`src/rtl/memtest_seq.sv`:
```
// Pass sequencer for the SDRAM memory tester: writes the generator sequence over the
// whole address range, rewinds the generator, reads back and counts mismatches.
module memtest_seq #(
  parameter int ADDR_W      = 8,
  parameter int DATA_W      = 16,
  parameter int INIT_CYCLES = 4,
  parameter int ERR_W       = 16
) (
  input  logic              clk,
  input  logic              rst_n,
  input  logic              enable,
  output logic              gen_init,
  output logic              gen_save,
  output logic              gen_restore,
  output logic              gen_next,
  input  logic [DATA_W-1:0] gen_out,
  output logic              mem_req,
  output logic              mem_we,
  output logic [ADDR_W-1:0] mem_addr,
  output logic [DATA_W-1:0] mem_wdata,
  input  logic              mem_ack,
  input  logic [DATA_W-1:0] mem_rdata,
  output logic              busy,
  output logic              phase,
  output logic [15:0]       pass_cnt,
  output logic [ERR_W-1:0]  err_cnt,
  output logic              err_flag,
  output logic [ADDR_W-1:0] err_addr,
  output logic [2:0]        dbg_state_o
);

  localparam int ICW = (INIT_CYCLES > 1) ? $clog2(INIT_CYCLES) : 1;
  localparam logic [ICW-1:0] INIT_LAST = ICW'(INIT_CYCLES - 1);

  typedef enum logic [2:0] {
    S_IDLE, S_INIT, S_SAVE, S_WR, S_WR_NEXT, S_RESTORE, S_RD, S_RD_NEXT
  } state_t;

  state_t            state_q, state_d;
  logic [ICW-1:0]    init_cnt_q, init_cnt_d;
  logic [ADDR_W-1:0] addr_q, addr_d;
  logic              phase_q, phase_d;
  logic [15:0]       pass_cnt_q, pass_cnt_d;
  logic [ERR_W-1:0]  err_cnt_q, err_cnt_d;
  logic              err_flag_q, err_flag_d;
  logic [ADDR_W-1:0] err_addr_q, err_addr_d;

  always_ff @(posedge clk or negedge rst_n) begin
    if (!rst_n) begin
      state_q    <= S_IDLE;
      init_cnt_q <= '0;
      addr_q     <= '0;
      phase_q    <= 1'b0;
      pass_cnt_q <= '0;
      err_cnt_q  <= '0;
      err_flag_q <= 1'b0;
      err_addr_q <= '0;
    end else begin
      state_q    <= state_d;
      init_cnt_q <= init_cnt_d;
      addr_q     <= addr_d;
      phase_q    <= phase_d;
      pass_cnt_q <= pass_cnt_d;
      err_cnt_q  <= err_cnt_d;
      err_flag_q <= err_flag_d;
      err_addr_q <= err_addr_d;
    end
  end

  // Handshake: a request state holds mem_req with stable address/data until the
  // one-cycle mem_ack; the following strobe state always has mem_req low.
  always_comb begin
    state_d    = state_q;
    init_cnt_d = init_cnt_q;
    addr_d     = addr_q;
    phase_d    = phase_q;
    pass_cnt_d = pass_cnt_q;
    err_cnt_d  = err_cnt_q;
    err_flag_d = err_flag_q;
    err_addr_d = err_addr_q;
    case (state_q)
      S_IDLE: begin
        if (enable) begin
          pass_cnt_d = '0;
          err_cnt_d  = '0;
          err_flag_d = 1'b0;
          err_addr_d = '0;
          addr_d     = '0;
          init_cnt_d = '0;
          state_d    = S_INIT;
        end
      end
      S_INIT: begin
        if (init_cnt_q == INIT_LAST) state_d = S_SAVE;
        else init_cnt_d = init_cnt_q + 1'b1;
      end
      S_SAVE: begin
        phase_d = 1'b0;
        state_d = S_WR;
      end
      S_WR: begin
        if (mem_ack) state_d = S_WR_NEXT;
      end
      S_WR_NEXT: begin
        if (addr_q == '1) begin
          addr_d  = '0;
          state_d = S_RESTORE;
        end else begin
          addr_d  = addr_q + 1'b1;
          state_d = S_WR;
        end
      end
      S_RESTORE: begin
        phase_d = 1'b1;
        state_d = S_RD;
      end
      S_RD: begin
        if (mem_ack) begin
          if (mem_rdata != gen_out) begin
            if (err_cnt_q != '1) err_cnt_d = err_cnt_q + 1'b1;
            if (!err_flag_q) begin
              err_flag_d = 1'b1;
              err_addr_d = addr_q;
            end
          end
          state_d = S_RD_NEXT;
        end
      end
      S_RD_NEXT: begin
        if (addr_q != '1) begin
          addr_d  = addr_q + 1'b1;
          state_d = S_RD;
        end else begin
          // Passes chain without re-init so the generator sequence keeps advancing.
          pass_cnt_d = pass_cnt_q + 1'b1;
          addr_d     = '0;
          state_d    = enable ? S_SAVE : S_IDLE;
        end
      end
      default: state_d = S_IDLE;
    endcase
  end

  assign gen_init    = (state_q == S_INIT);
  assign gen_save    = (state_q == S_SAVE);
  assign gen_restore = (state_q == S_RESTORE);
  assign gen_next    = (state_q == S_WR_NEXT) || (state_q == S_RD_NEXT);
  assign mem_req     = (state_q == S_WR) || (state_q == S_RD);
  assign mem_we      = (state_q == S_WR);
  assign mem_addr    = addr_q;
  // Gated so the write bus reads zero whenever no write is being presented.
  assign mem_wdata   = (state_q == S_WR) ? gen_out : '0;
  assign busy        = (state_q != S_IDLE);
  assign phase       = phase_q;
  assign pass_cnt    = pass_cnt_q;
  assign err_cnt     = err_cnt_q;
  assign err_flag    = err_flag_q;
  assign err_addr    = err_addr_q;
  assign dbg_state_o = state_q;

endmodule

```
`config.mk`:
```
export PLATFORM = sky130hd
export DESIGN_NAME = memtest_seq
export DESIGN_NICKNAME = d
export VERILOG_FILES = /design/src/rtl/memtest_seq.sv
export SDC_FILE = /design/constraint.sdc
export NUM_CORES = 1
export LEC_CHECK = 0
export CAP_MARGIN = 20
export CORE_MARGIN = 4
export CORE_UTILIZATION = 45
export DETAILED_ROUTE_END_ITERATION = 8
export HOLD_SLACK_MARGIN = 0.06
export PLACE_DENSITY_LB_ADDON = 0.15
export SETUP_SLACK_MARGIN = 0.3
export SYNTH_ARGS = -nofsm -noshare
export SYNTH_HDL_FRONTEND = slang
export SYNTH_SLANG_ARGS = --single-unit
```
`constraint.sdc`:
```
create_clock -name clk -period 4.4 [get_ports clk]
set_clock_uncertainty 0.15 [all_clocks]
set_input_delay 0.66 -clock clk [delete_from_list [all_inputs] [get_ports clk]]
set_output_delay 0.66 -clock clk [all_outputs]
set_load 0.02 [all_outputs]
```
==> summary.md, run 1 <==
| Metric | Value |
|---|---|
| Pin count of the biggest net entering global routing | 56 |
| DR vias/cell | 5.414 |
| Clock transition at path regs | 100 ps |
| Drt first pass iters | 4 |
| Worst path bufs/invs | 1 |
| Clock tree buffer depth | 2 |
| Die Ht | 92.53 um |
| Power Dens Cells | 443.7 nW/um^2 |
| Sequential area share after synthesis | 0.4280 |
| # H-tree levels | 2 |
| Post-synthesis net count | 377 |
| Post-cts hold buffer count | 0 |
| Ys Warns | 0 |
| Fin area | about 4500 sq um |
| P_sw | 810.2 uW |
| Detailed Route Iter0 Violations | 96 |
| Leakage | 1.820 nW |
| WL per Instance | 15.59 um |
| Startpoint types | register |
| Combinational power share | 0.454 |
| Vias after detailed routing | between 2k and 3k |
| Hold Crit Class | in -> async |
| GP Congestion | ~0.85 |
| Peak Freq | 0.3035 GHz |
| Setup Fix Bufs, Post-CTS | 0 |
| Antenna violations before repair | 0 |
| Finish-stage setup viols | 0 |
| Worst VDD drop | about 350 uV |
| Placed cell areas | 4385 sq um |
| Critical Path AT | around 2500 ps |
| DRT Wirelength | about 8.4 mm |
| Met3 GRT Util | 0.03493 |
| Max-Slew Margin vs Limit | 0.4410 |
| Cell count after synthesis | 337 |
| CTS tree | yes |
| Nets | approximately 480 |
| Met2 Use GR | 0.3384 |
| Worst-Margin Slew | 831.6 ps |
| Clock Latency Late Sink | 300 ps |
| Port buffer count | around 110 |
| Hpwl dp | around 6.3 mm |
| Root buffer cell | clkbuf_8 |
| Crit-path max cell delay | between 700 and 800 ps |
| Avg Cell Area, Syn | 9.542 sq um |
| Final Core Density | 0.6546 |
| Initial core utilization | 0.4681 |
| CTS Buf Count | 5 |
| Via count of the first global-routing pass | roughly 2.9k |
| Overall routing resource usage | 0.2055 |
| Predominant post-synthesis flop cell | dfrtp_1 |
| Crit path max fanout | 19 |
| Clk sinks | 55 |
| Req. time, crit path | ~3600 ps |
| Area delta synth->final | 39.84% |
| Clock power frac | 0.169 |
| Die span in x | 92.53 um |
| Final slew viol count | 0 |
| Final Hold Viols | 0 |
| Total congestion overflow | 0 |
| Synth Register Bits | 55 |
| Core area | just under 7000 sq um |
| Drt drc | 0 |
| Mapped Area | 3216 sq um |
| CP Capture Type | output port |
| FFs w/ async S/R, synth | 1.000 |
| Die Area | between 8000 and 9000 sq um |
| Cell family with the largest share of critical-path delay | simple AND/OR/NAND/NOR gates |
| Setup CP Type | reg -> out |
| RSZ-0062 raised after global routing | false |
| Num rows | 30 |
| Critical path, cell by cell | nand3b_1 -> nand2b_1 -> clkdlybuf4s50_1 |
| Fin crit share | 0.7489 |
| PostCTS Resize Cnt | 0 |
| Io pins | 112 |
| Post-synth EDFFs | 0 |
| Max-capacitance violation count | 0 |
| Setup_tns | 0 ps |
| Tmin final | ~3300 ps |
| Antenna diode count | 0 |
| Yosys cell types | 51 |
| Gr busiest metal | met2 |
| Internal | 1.185 mW |
| Sw Share | 0.4061 |
| Post-DRT Antenna Nets | 0 |
| Share of cells above drive strength 1 | 0.06321 |
| Slowest stage cell, crit path | dfrtp_1 |
| Sequential share of power | 0.376 |
| Status | completed |
| First-pass GRT wire length | 14.32 mm |
| Met1 Use GR | 0.2789 |
[worst register-to-register path, stage by stage, from the launching register on]
cell,delay (ps)
dfrtp_1,750
nand2_1,140
nor2_2,350
nand4_1,210
nor4_4,660
or3_1,490
o22a_1,190
[flip-flops by register name, indices dropped and copies added (netlist names)]
signal	cells
mem_addr	8
err_cnt	16
err_addr	8
dbg_state_o	3
pass_cnt	16
err_flag	1
init_cnt_q	2
phase	1
[layout by cell type, fill, tap and decap left out, types with 12 or more instances in the layout]
master | Yosys | layout
a21oi_1 | 16 | 16
a22o_1 | 13 | 13
and2_1 | 21 | 21
clkdlybuf4s50_1 | 0 | 110
dfrtp_1 | 55 | 55
nand2_1 | 20 | 20
nand3_1 | 16 | 16
nor2_1 | 27 | 27
nor3_1 | 12 | 12
o21ai_0 | 15 | 15
xor2_1 | 16 | 16
[through the flow]
stage | hold slack (ps) | instances | setup WS [ps] | power [mW]
finish | 320.3 | 539 | 1105 | 1.995
global route | 368.4 | 539 | 888.6 | 2.137
CTS | 350.5 | 539 | 1062 | 2.022
detailed placement | 336.0 | 531 | 1014 | 1.675
global placement | 325.0 | 531 | 1120 | 1.653
floorplan | 214.4 | 337 | 1925 | 1.296
[power groups by stage]
| stage | Combinational, mW | Clock [mW] | Sequential [mW] |
|---|---|---|---|
| after floorplan | 0.499 | 0 | 0.797 |
| after global placement | 0.897 | 0 | 0.756 |
| after detailed placement | 0.914 | 0 | 0.761 |
| after CTS | 0.920 | 0.350 | 0.752 |
| after global routing | 0.990 | 0.372 | 0.776 |
| final | 0.907 | 0.337 | 0.751 |
[final timing paths]
check | startpoint | endpoint | slack (ps) | cells past startpoint
max in group asynchronous | rst_n | phase$_DFFE_PN0P_ | 3320 | 2
min in group clk | phase$_DFFE_PN0P_ | phase$_DFFE_PN0P_ | 360 | 2
worst min-delay path | rst_n | err_cnt[4]$_DFFE_PN0P_ | 320 | 2
worst max-delay path | dbg_state_o[1]$_DFFE_PN0P_ | mem_req | 1100 | 3
worst min register to register | phase$_DFFE_PN0P_ | phase$_DFFE_PN0P_ | 360 | 2
worst max register to register | dbg_state_o[1]$_DFFE_PN0P_ | err_cnt[4]$_DFFE_PN0P_ | 1420 | 6
[cells by family (layout without fill, tap and decap cells)]
logic type | after synthesis | in the layout | share of synthesized area
DFF | 55 | 55 | 0.4280
buffers and inverters | 22 | 128 | 0.03424
AOI/OAI and AO/OA | 81 | 81 | 0.1825
adders and majority gates | 4 | 4 | 0.01556
muxes | 2 | 2 | 0.007003
and+or+nand+nor | 146 | 146 | 0.2592
xor gates and xnor gates | 27 | 27 | 0.07354
[routing by layer]
metal,part of all wire,vias to the layer above
li1,-,1435
met1,0.45,1414
met2,0.51,61
met3,0.026,8
met4,0.013,0
met5,0,-
[synthesized netlist by cell type (6+ instances only)]
cell / instances / share of area
dfrtp_1: 55 / 0.43
or3_1: 10 / 0.019
nand3_1: 16 / 0.025
nor3b_1: 7 / 0.016
xnor2_1: 11 / 0.030
nor3_1: 12 / 0.019
and3_1: 8 / 0.016
nor2_1: 27 / 0.032
a22o_1: 13 / 0.035
xor2_1: 16 / 0.044
o21ai_0: 15 / 0.023
nand2_1: 20 / 0.023
a21oi_1: 16 / 0.025
o22a_1: 10 / 0.027
o21ai_1: 6 / 0.0093
clkbuf_1: 6 / 0.0070
and2_1: 21 / 0.041
inv_1: 6 / 0.0070
[area by class of cell]
| class | instances | area [sq um] |
|---|---|---|
| clock buffer | 6 | 72.57 |
| clock inverter | 2 | 38.79 |
| fill | 593 | 2372 |
| inverter | 6 | 22.52 |
| multi-input combinational | 260 | 1738 |
| sequential | 55 | 1376 |
| tap | 96 | 120.1 |
| timing repair buffer | 114 | 1129 |
Power figures use the tool's default switching activity.
==> inputs of run 2 (changes only) <==
- CORE_UTILIZATION: 45 -> 41
- clock period: 4.4 -> 3 ns (I/O delays scaled with it)
==> run 2 against run 1 <==
Compared with the run above:
- largest power group unchanged
- flip-flop and latch count unchanged
- highest routed layer unchanged
- critical path depth increased by 1
- clock power increased by 73%
- critical path type unchanged
- critical endpoint is now gen_next
==> summary.md, run 2 (synthesis results as in run 1) <==
| Metric | Value |
|---|---|
| Status | completed |
| Clock Latency Late Sink | 310 ps |
| Hpwl dp | 6.337 mm |
| Sequential share of power | 0.336 |
| Total congestion overflow | 0 |
| Die span in x | 96.56 um |
| Initial core utilization | 0.4183 |
| Crit-path max cell delay | 640 ps |
| Antenna violations before repair | 0 |
| WL per Instance | approximately 16 um |
| Setup_tns | 0 ps |
| Power Dens Cells | 676.0 nW/um^2 |
| Critical path, cell by cell | buf_4 -> xnor2_1 -> and2_1 -> clkdlybuf4s50_1 |
| Reg2Reg Launch Point | dbg_state_o[2]$_DFFE_PN0P_ |
| Area delta synth->final | 43.19% |
| Most frequent cells in the layout | 110 x clkdlybuf4s50_1, 54 x dfrtp_1, 27 x nor2_1, 21 x and2_1, 20 x nand2_1 |
| P_sw | 1.228 mW |
| CTS Buf Count | 5 |
| Fill cell count | 684 |
| Nets | 491 |
| Pin count of the biggest net entering global routing | 56 |
| Post-cts hold buffer count | 0 |
| Worst VDD drop | between 300 and 400 uV |
| Die Area | 9324 sq um |
| GP Congestion | between 0.7 and 0.8 |
| Detailed Route Iter0 Violations | 181 |
| CTS tree | yes |
| FF-to-FF setup slack | 520 ps |
| Final Hold Viols | 0 |
| Clk sinks | 55 |
| Die Ht | 96.56 um |
| Share of cells above drive strength 1 | 0.08628 |
| Slowest stage cell, crit path | clkdlybuf4s50_1 |
| Antenna diode count | 0 |
| Peak Freq | 0.3864 GHz |
| # H-tree levels | 2 |
| Multi-input gate area | 1748 sq um |
| Overall routing resource usage | 0.1855 |
| Setup CP Type | reg -> out |
| Final Power | between 3 and 4 mW |
| Clock tree buffer depth | 2 |
| Clock transition at path regs | around 100 ps |
| Vias after detailed routing | 2962 |
| Clock power frac | 0.187 |
| Leakage | between 1.5 and 2 nW |
| Fin crit share | 0.8627 |
| Max-Slew Margin vs Limit | 0.4663 |
| Req. time, crit path | 2400 ps |
| Io pins | 112 |
| Drt drc | 0 |
| First-pass GRT wire length | 13.68 mm |
| Reg-to-Reg End | err_cnt[2]$_DFFE_PN0P_ |
| Startpoint types | register |
| Internal | roughly 1.9 mW |
| Storage element area | 1378 sq um |
| Hold Crit Class | in -> async |
| Root buffer cell | clkbuf_8 |
| Worst-Margin Slew | 793.9 ps |
| CP Capture Type | output port |
| Combinational power share | 0.477 |
| Critical Path AT | 1990 ps |
| Most common cell after layout, fill and taps aside | clkdlybuf4s50_1 |
| Finish-stage setup viols | 0 |
| Core area | 7687 sq um |
| DR vias/cell | 5.347 |
| Via count of the first global-routing pass | 2833 |
| Worst-case reg-to-reg path depth | 6 |
| Sw Share | 0.3945 |
| DRT Wirelength | 8.679 mm |
| Post-DRT Antenna Nets | 0 |
| Final slew viol count | 0 |
| Num rows | 32 |
| Drt first pass iters | 4 |
| Port buffer count | 111 |
| Tmin final | 2588 ps |
| Crit path max fanout | 21 |
| RSZ-0062 raised after global routing | false |
| Max-capacitance violation count | 0 |
run 2: changes by cell type in the layout (fill, tap and decap cells not counted), sizes merged:
cell	delta
inv	-1
buf	+9
bufinv	+1
run 2: worst max-delay path by stage:
stage / startpoint / end / slack [ps]
final: dbg_state_o[0]$_DFFE_PN0P_ / gen_next / 410
after global routing: dbg_state_o[0]$_DFFE_PN0P_ / gen_next / 320
after CTS: dbg_state_o[1]$_DFFE_PN0P_ / mem_wdata[4] / 310
after detailed placement: gen_out[14] / err_addr[4]$_DFFE_PN0P_ / 200
after global placement: gen_out[14] / err_cnt[1]$_DFFE_PN0P_ / 210
after floorplan: dbg_state_o[2]$_DFFE_PN0P_ / mem_wdata[10] / 740
run 2: worst max-delay path: cells and delay by family, from the launching register on:
family	cells	cell delay [ps]
flip-flops	1	390
XOR/XNOR	1	190
buffers and inverters	2	850
AND/OR/NAND/NOR	1	260
run 2: per-stage QoR:
stage	instances	hold slack (ps)	util	instance area [sq um]	worst slack, ps
after floorplan	337	4.409	-	3216	735.4
after CTS	554	140.4	0.5978	4596	306.9
after detailed placement	546	350.8	0.5802	4461	204.8
after global routing	554	159.8	0.5990	4604	316.2
after global placement	546	336.7	0.5802	4461	212.1
final	554	110.8	0.5990	4604	411.8
run 2: area by class of cell:
type	count	share of cell area
flip-flops and latches	55	0.2992
clock buffers	6	0.01576
well taps	102	0.02772
multi-input cells	260	0.3796
repair buffers	123	0.2598
inverters	6	0.004891
clock inverters	2	0.01304
run 2: power by group through the flow:
stage | registers [mW] | logic, mW | clock network, mW
final | 1.05 | 1.48 | 0.583
after floorplan | 1.17 | 0.732 | 0
after global routing | 1.07 | 1.62 | 0.625
after detailed placement | 1.06 | 1.48 | 0
after global placement | 1.05 | 1.46 | 0
after CTS | 1.04 | 1.49 | 0.595
run 2: layer usage:
| metal | share of wire | wire [um] | track usage | up-vias |
|---|---|---|---|---|
| met1 | 0.43 | 3716 | 0.2343 | 1390 |
| met5 | 0 | 0 | 0 | - |
| met2 | 0.47 | 4045 | 0.3241 | 114 |
| met4 | 0.0075 | 65 | 0.03855 | 0 |
| met3 | 0.098 | 851 | 0.04338 | 7 |
| li1 | - | - | - | 1451 |
run 2: repair_timing:
| item | in CTS | in global routing |
|---|---|---|
| buffers inserted | 0 | 0 |
| endpoints found under the setup margin | 20 | 26 |
| gates resized for setup | 2 | 2 |
==> inputs of run 3 (changes only) <==
- CORE_UTILIZATION: 41 -> 45
- clock period: 3 -> 3.3 ns (I/O delays scaled with it)
==> run 3 against run 2 <==
Compared with the run above:
- first-iteration DRC count shrank 27%
- critical path type unchanged
- combinational power shrank 10%
- routed wire length shrank 2.1%
- highest routed layer unchanged
- critical endpoint is now mem_wdata[6]
- worst hold slack gained 260 ps
- flip-flop and latch count is the same
- critical path depth shrank 1
- via count grew 0.34%
==> summary.md, run 3 (synthesis results as in run 1) <==
| Metric | Value |
|---|---|
| GP Congestion | about 0.83 |
| Antenna diode count | 0 |
| PostCTS Resize Cnt | 0 |
| Final Hold Viols | 0 |
| Sw Share | 0.4189 |
| Total congestion overflow | 0 |
| Area delta synth->final | 41.79% |
| Sequential share of power | 0.356 |
| DR vias/cell | 5.423 |
| Finish-stage setup viols | 0 |
| Crit-path max cell delay | around 620 ps |
| First-pass GRT wire length | 14.07 mm |
| Num rows | 30 |
| Max-capacitance violation count | 0 |
| P_sw | about 1.1 mW |
| Most frequent cells in the layout | 110 x clkdlybuf4s50_1, 55 x dfrtp_1, 27 x nor2_1, 21 x and2_1, 20 x nand2_1 |
| Nets | around 490 |
| Drt first pass iters | 4 |
| Tmin final | 2745 ps |
| Fin area | roughly 4600 sq um |
| Combinational power share | 0.497 |
| Startpoint types | register |
| Hpwl dp | 6.370 mm |
| Fin crit share | 0.8319 |
| Detailed Route Iter0 Violations | 133 |
| Die Area | 8562 sq um |
| Die Ht | 92.53 um |
| Die span in x | 92.53 um |
| Vias after detailed routing | 2972 |
| RSZ-0062 raised after global routing | false |
| Clock Latency Late Sink | 320 ps |
| Io pins | about 110 |
| DRT Wirelength | 8.495 mm |
| Worst VDD drop | 455.8 uV |
| Clock transition at path regs | approximately 110 ps |
| Initial core utilization | 0.4681 |
| Final Power | 2.677 mW |
| Post-DRT Antenna Nets | 0 |
| Overall routing resource usage | 0.2006 |
| Critical path, cell by cell | and3_1 -> and2_1 -> clkdlybuf4s50_1 |
| WL per Instance | between 15 and 20 um |
| Via count of the first global-routing pass | 2844 |
| Drt drc | 0 |
| Final Core Density | 0.6638 |
| Worst path bufs/invs | 1 |
| Status | completed |
| Port buffer count | 111 |
| Hold Crit Class | reg -> reg |
| Internal | 1.556 mW |
| Storage element area | 1376 sq um |
| Fill cell count | 590 |
| Final slew viol count | 0 |
| Clock tree buffer depth | 2 |
| Most common cell after layout, fill and taps aside | clkdlybuf4s50_1 |
| Pin count of the biggest net entering global routing | 46 |
| Non-filler cells, final | 548 |
| Core area | 6869 sq um |
| CTS Buf Count | 5 |
| Clk sinks | between 50 and 60 |
| Req. time, crit path | 2650 ps |
| CP Capture Type | output port |
| Cell count after placement | 538 |
| # H-tree levels | 2 |
| Max-Slew Margin vs Limit | 0.6265 |
| Root buffer cell | clkbuf_8 |
| Setup_tns | 0 ps |
| Critical Path AT | 2100 ps |
| Power Dens Cells | approximately 600 nW/um^2 |
| Clock power frac | 0.147 |
| Cell family with the largest share of critical-path delay | simple AND/OR/NAND/NOR gates |
| Multi-input gate area | 1738 sq um |
| Slowest stage cell, crit path | clkdlybuf4s50_1 |
| Antenna violations before repair | 0 |
| Worst-Margin Slew | 556.0 ps |
| CTS tree | yes |
| Peak Freq | 0.3643 GHz |
| Crit path max fanout | 18 |
| Placed cell areas | 4438 sq um |
| Leakage | about 1.9 nW |
| Share of cells above drive strength 1 | 0.08186 |
| Setup CP Type | reg -> out |
run 3: changes by cell type in the layout (fill, tap and decap cells not counted):
cell and delta:
inv_6 +2, nor2_2 +1, clkinv_2 +1, dlygate4sd3_1 +1
buf_4 -2, dfrtp_1 +1, bufinv_16 -2, and3_4 -1
nor2_4 -1, buf_12 +1, clkbuf_1 -1, dfrtp_2 -1
and3_1 +1
run 3: metrics by stage:
step	hold WS (ps)	setup slack (ps)
4_1_cts	229.5	521.6
6_report	366.7	554.8
3_5_place_dp	344.3	446.7
3_3_place_gp	329.9	482.3
5_1_grt	400.7	385.5
2_1_floorplan	49.41	990.4
run 3: final cells by class:
cell class	instances	share of cell area
clock buffer	5	0.01509
multi-input combinational	260	0.3812
clock inverter	3	0.004940
sequential	55	0.3019
tap	96	0.02634
timing repair buffer	123	0.2656
inverter	6	0.004940
run 3: final timing paths:
kind | endpoint | cells after the start | startpoint | slack, ps
min in group asynchronous | err_cnt[4]$_DFFE_PN0P_ | 2 | rst_n | 470
max in group asynchronous | mem_addr[1]$_DFFE_PN0P_ | 4 | rst_n | 1820
worst max-delay path | mem_wdata[6] | 3 | dbg_state_o[0]$_DFFE_PN0P_ | 550
worst min register to register | err_addr[7]$_DFFE_PN0P_ | 1 | err_addr[7]$_DFFE_PN0P_ | 370
worst min-delay path | err_addr[7]$_DFFE_PN0P_ | 1 | err_addr[7]$_DFFE_PN0P_ | 370
worst max register to register | pass_cnt[8]$_DFFE_PN0P_ | 6 | mem_addr[0]$_DFFE_PN0P_ | 820
run 3: metal layers:
| metal | part of all wire | global-route usage |
|---|---|---|
| met2 | 0.50 | 0.3299 |
| met5 | 0 | 0 |
| met1 | 0.44 | 0.2751 |
| met3 | 0.042 | 0.02681 |
| met4 | 0.017 | 0.06064 |
run 3: timing repair:
item	in CTS	in global routing
hold buffers	0	1
buffers inserted	0	0
endpoints found under the hold margin	0	13
run 3: power groups by stage:
stage / combinational (mW) / sequential, mW / clock [mW]
floorplan: 0.665 / 1.06 / 0
finish: 1.33 / 0.952 / 0.394
detailed placement: 1.33 / 0.965 / 0
CTS: 1.34 / 0.954 / 0.401
global placement: 1.31 / 0.957 / 0
global route: 1.45 / 0.977 / 0.423
==> edit 1: new RTL, settings of run 2 <==
`ERR_W`: 16 -> 14.
--- a/src/rtl/memtest_seq.sv
+++ b/src/rtl/memtest_seq.sv
@@ -4,7 +4,7 @@
   parameter int ADDR_W      = 8,
   parameter int DATA_W      = 16,
   parameter int INIT_CYCLES = 4,
-  parameter int ERR_W       = 16
+  parameter int ERR_W       = 14
 ) (
   input  logic              clk,
   input  logic              rst_n,
Ports: changed (resized err_cnt); port bits go from 112 to 110. No check against the original RTL was run, so the function may have changed too.
==> edit 1 against run 2 <==
  * Count of clock-buffer cells in the layout fell by 1
  * Total power fell by 13%
  * First-iteration DRC count fell by 47%
  * Wire length fell by 4.2%
  * Die area shrank 2.9%
  * Core utilization grew 1.4 points
  * Maximum frequency is 2.1% higher
  * Cell area shrank 2.4%
  * Sequential cell count down 2
  * Setup slack gained 0.053 ns
  * Synthesized area down 3.2%
  * Critical path type unchanged
==> edit 1: results (changes against run 2) <==
outcome: "completed"
worst_pin_slew_ns: 0.6310  # -0.1629 ns
grt_util_met3_pct: 3.867  # -0.47 points
grt_use_total_pct: 19.21  # +0.66 points
fin_hold_ws_ns: 0.3614  # +0.2506 ns
synth.top_cells.by_area: "dfrtp_1 (43%), o21ai_0 (5.6%), o31ai_1 (4.3%)"
combPwrFrac_pct: 49.1  # +1.4 points
grtUsageMet1_pct: 24.83  # +1.4 points
dr_wl_met2_um: 4169  # +3.1%
r2r_slack_ns: 0.59  # +0.07 ns
ys_seq_area_share_pct: 42.59  # -0.21 points
gp_congestion: 0.8337  # +6.3%
synthTopCellsByCount: "dfrtp_1 (53), o21ai_0 (35), nand2_1 (33)"
r2r_end: "pass_cnt[8]"
grt_max_degree: 29  # -48%
grtUsageMet2_pct: 32.83  # +0.41 points
dpl_worst_slack_ns: 0.1909  # -0.01396 ns
layout.cells.non_filler: 552  # -0.36%
place.port_buffers: 109  # -1.8%
insertion_delay_ns: 0.31  # about the same
wirelength_um: 8315  # -4.2%
htreeDepth: 2  # unchanged
arrival_ns: 1.94  # -0.05 ns
grt_pass1_vias: 3032  # +7.0%
postCtsHoldBufs: 1  # +1
drt_iter0_drc: 96  # -47%
placed_cell_area_um2: 4338  # -2.7%
p_clk_share_pct: 18.2  # -0.5 points
grt_pass1_wl_um: 14060  # +2.7%
cts_resized: 1  # -1
nets: 492  # +0.20%
synth-seq-cells: 53  # -3.6%
cp_max_fo: 15  # -29%
startpoint: "dbg_state_o[2]"
post_cts_buffers: 1  # +1
r2r-start: "mem_addr[0]"
p_leak_nw: 1.801  # -3.9%
dp_hpwl_um: 6271  # -1.0%
max_freq_ghz: 0.3944  # +2.1%
drive_above_1_share_pct: 8.168  # -0.46 points
met1_length_um: 3719  # about the same
hold_start: "phase"
design_area_um2: 4496  # -2.4%
vias_per_cell: 5.361  # +0.26%
met3WireLength_um: 318  # -63%
synth_nets: 376  # -0.27%
comb-power_mw: 1.33  # -10%
hold_class: "flip-flop to flip-flop"
nFillCells: 652  # -4.7%
syn_inst: 336  # -0.30%
dp.cells: 539  # -1.3%
cp-endpoint: "gen_save"
peakVddDrop_mv: 0.5510  # +73%
## edit 1: cell count changes after synthesis, moves of 4 or more
cell and delta:
o21ai_0 +20, o31ai_1 +15, nand2_1 +13, nand4_1 +10
o22a_1 -10, nor3_1 -7, xor2_1 -7, nor3b_1 -6
nor2_1 -5, clkbuf_1 +4, nand3_1 -4, xnor2_1 +4
## edit 1: logic make-up (layout without fill, tap and decap cells)
kind of cell | Yosys count | after routing | share of synthesized area, %
flip-flops | 53 | 53 | 42.59
XOR/XNOR | 24 | 24 | 6.750
AND/OR/NAND/NOR | 135 | 135 | 24.19
adder cells (fa/ha/maj) | 4 | 4 | 1.607
AO/OA/AOI/OAI | 98 | 98 | 21.09
multiplexers | 3 | 3 | 1.045
buffers and inverters | 19 | 136 | 2.732
## edit 1: final cells by class
class | instances | share of cell area, %
clock buffer | 5 | 1.531
inverter | 5 | 0.4175
multi-input combinational | 264 | 37.88
timing repair buffer | 123 | 26.89
clock inverter | 3 | 0.9741
sequential | 53 | 29.56
tap | 99 | 2.755
==> edit 2: new RTL, config.mk and constraints of run 2 <==
Without the edit above. Register the output `dbg_state_o` once more; this adds one clock of latency there. The other outputs are not delayed to match.
--- a/src/rtl/memtest_seq.sv
+++ b/src/rtl/memtest_seq.sv
@@ -156,7 +156,9 @@
   assign err_cnt     = err_cnt_q;
   assign err_flag    = err_flag_q;
   assign err_addr    = err_addr_q;
-  assign dbg_state_o = state_q;
+  always_ff @(posedge clk) begin
+    dbg_state_o <= state_q;
+  end
 
 endmodule
 
Behaviour: not the same (a bounded check fails within 4 cycles, from zero or initial values and one cycle with rst_n low).
==> edit 2 against run 2 <==
  * Cell area increased by 2.0%
  * Combinational power shrank 7%
  * Via count up 0.20%
  * Wire length is 4.8% lower
  * Setup slack worse by 0.027 ns
  * Cell count rose by 1.6%
  * Synthesized area fell by 0.16%
  * Count of clock-buffer cells in the layout grew 3
  * Sequential cell count grew 3
  * Hold slack better by 0.22 ns
  * Total power increased by 3.6%
  * Maximum frequency decreased by 1.0%
==> edit 2: results (changes against run 2) <==
outcome: "completed"
dp.cells: 544  # -0.37%
grt_util_met3_pct: 6.816  # +2.5 points
grt_max_degree: 31  # -45%
htreeDepth: 3  # +1
grtUsageMet2_pct: 27.41  # -5.0 points
peakVddDrop_mv: 0.3456  # +8.6%
syn_inst: 335  # -0.59%
clk_pin_slew_worst_paths_ns: 0.08  # -0.02 ns
worst_pin_slew_ns: 0.6432  # -0.1507 ns
grt_use_total_pct: 18.61  # +0.055 points
ys_seq_area_share_pct: 44.74  # +1.9 points
grt_pass1_vias: 2858  # +0.88%
gp_congestion: 0.7702  # -1.8%
synthArstFlopShare_pct: 94.83  # -5.2 points
insertion_delay_ns: 0.34  # +0.03 ns
arrival_ns: 2.02  # +0.03 ns
drive_above_1_share_pct: 10.41  # +1.8 points
drt_iter0_drc: 145  # -20%
synth.top_cells.by_area: "dfrtp_1 (43%), xor2_1 (8.2%), o31ai_1 (5.1%)"
grt_pass1_wl_um: 13460  # -1.6%
wl_per_cell_um: 14.68  # -6.3%
numCtsBuffers: 9  # +4
vias_per_cell: 5.272  # -1.4%
synth_nets: 375  # -0.53%
grtUsageMet1_pct: 24.06  # +0.63 points
dpl_worst_slack_ns: 0.08259  # -0.1222 ns
nets: 496  # +1.0%
p_leak_nw: 2.046  # +9.2%
synthTopCellsByCount: "dfrtp_1 (55), nor2_1 (41), xor2_1 (30)"
cp_max_fo: 16  # -24%
placed_cell_area_um2: 4462  # about the same
hold_class: "flip-flop to flip-flop"
nFillCells: 690  # +0.88%
-- edit 2: cell count changes in the layout (fill, tap and decap cells not counted), moves of 11 or more --
cell and delta:
a21oi_1 -11, clkdlybuf4s50_1 -16, dlygate4sd2_1 +16, nor2_1 +14, o31ai_1 +19, xor2_1 +14
-- edit 2: layout make-up --
type / count / area (µm²) / share of cell area [%]
multi-input cells: 257 / 1678 / 35.73
clock buffers: 9 / 123.9 / 2.638
repair buffers: 125 / 1206 / 25.69
flip-flops and latches: 58 / 1440 / 30.67
inverters: 5 / 18.77 / 0.3997
clock inverters: 7 / 101.3 / 2.158
well taps: 102 / 127.6 / 2.718
-- edit 2: kinds of logic after synthesis --
kind of cell | count (synthesis) | share of synthesized area [%]
DFF | 58 | 44.74
muxes | 2 | 0.7014
buffers and inverters | 20 | 3.196
xor gates and xnor gates | 36 | 9.821
adders and majority gates | 4 | 1.559
and+or+nand+nor | 148 | 24.12
AOI/OAI and AO/OA | 67 | 15.86
-- edit 2: path summary, 6_finish.rpt --
path	slack, ns	from	cells after the start	endpoint
max in group asynchronous	1.58	rst_n	3	state_q[2]
min in group asynchronous	0.51	rst_n	2	err_cnt[9]
hold / removal	0.33	state_q[2]	0	dbg_state_o[2]
setup reg to reg	0.53	err_cnt[0]	7	err_cnt[11]
setup / recovery	0.38	state_q[0]	4	gen_restore
hold reg to reg	0.33	state_q[2]	0	dbg_state_o[2]
-- edit 2: per-layer routing --
| layer | vias up | share of wire (%) | routed length, µm |
|---|---|---|---|
| li1 | 1449 | - | - |
| met1 | 1387 | 45 | 3682 |
| met2 | 119 | 44 | 3635 |
| met3 | 13 | 9.6 | 790 |
| met4 | 0 | 1.9 | 155 |
| met5 | - | 0 | 0 |
-- edit 2: power by group --
group / internal (mW) / switching, mW / leakage (nW) / total [mW]
logic: 0.612 / 0.760 / 1.17 / 1.37
clock network: 0.474 / 0.359 / 0.106 / 0.833
registers: 0.894 / 0.125 / 0.771 / 1.02
total: 1.98 / 1.24 / 2.05 / 3.22
-- edit 2: what timing repair did --
action	4_1_cts	5_1_grt
hold endpoints to repair	25	0
pin swaps	0	0
gates resized for setup	17	2
buffers inserted	0	2
endpoints found under the setup margin	18	2
hold buffers	1	0
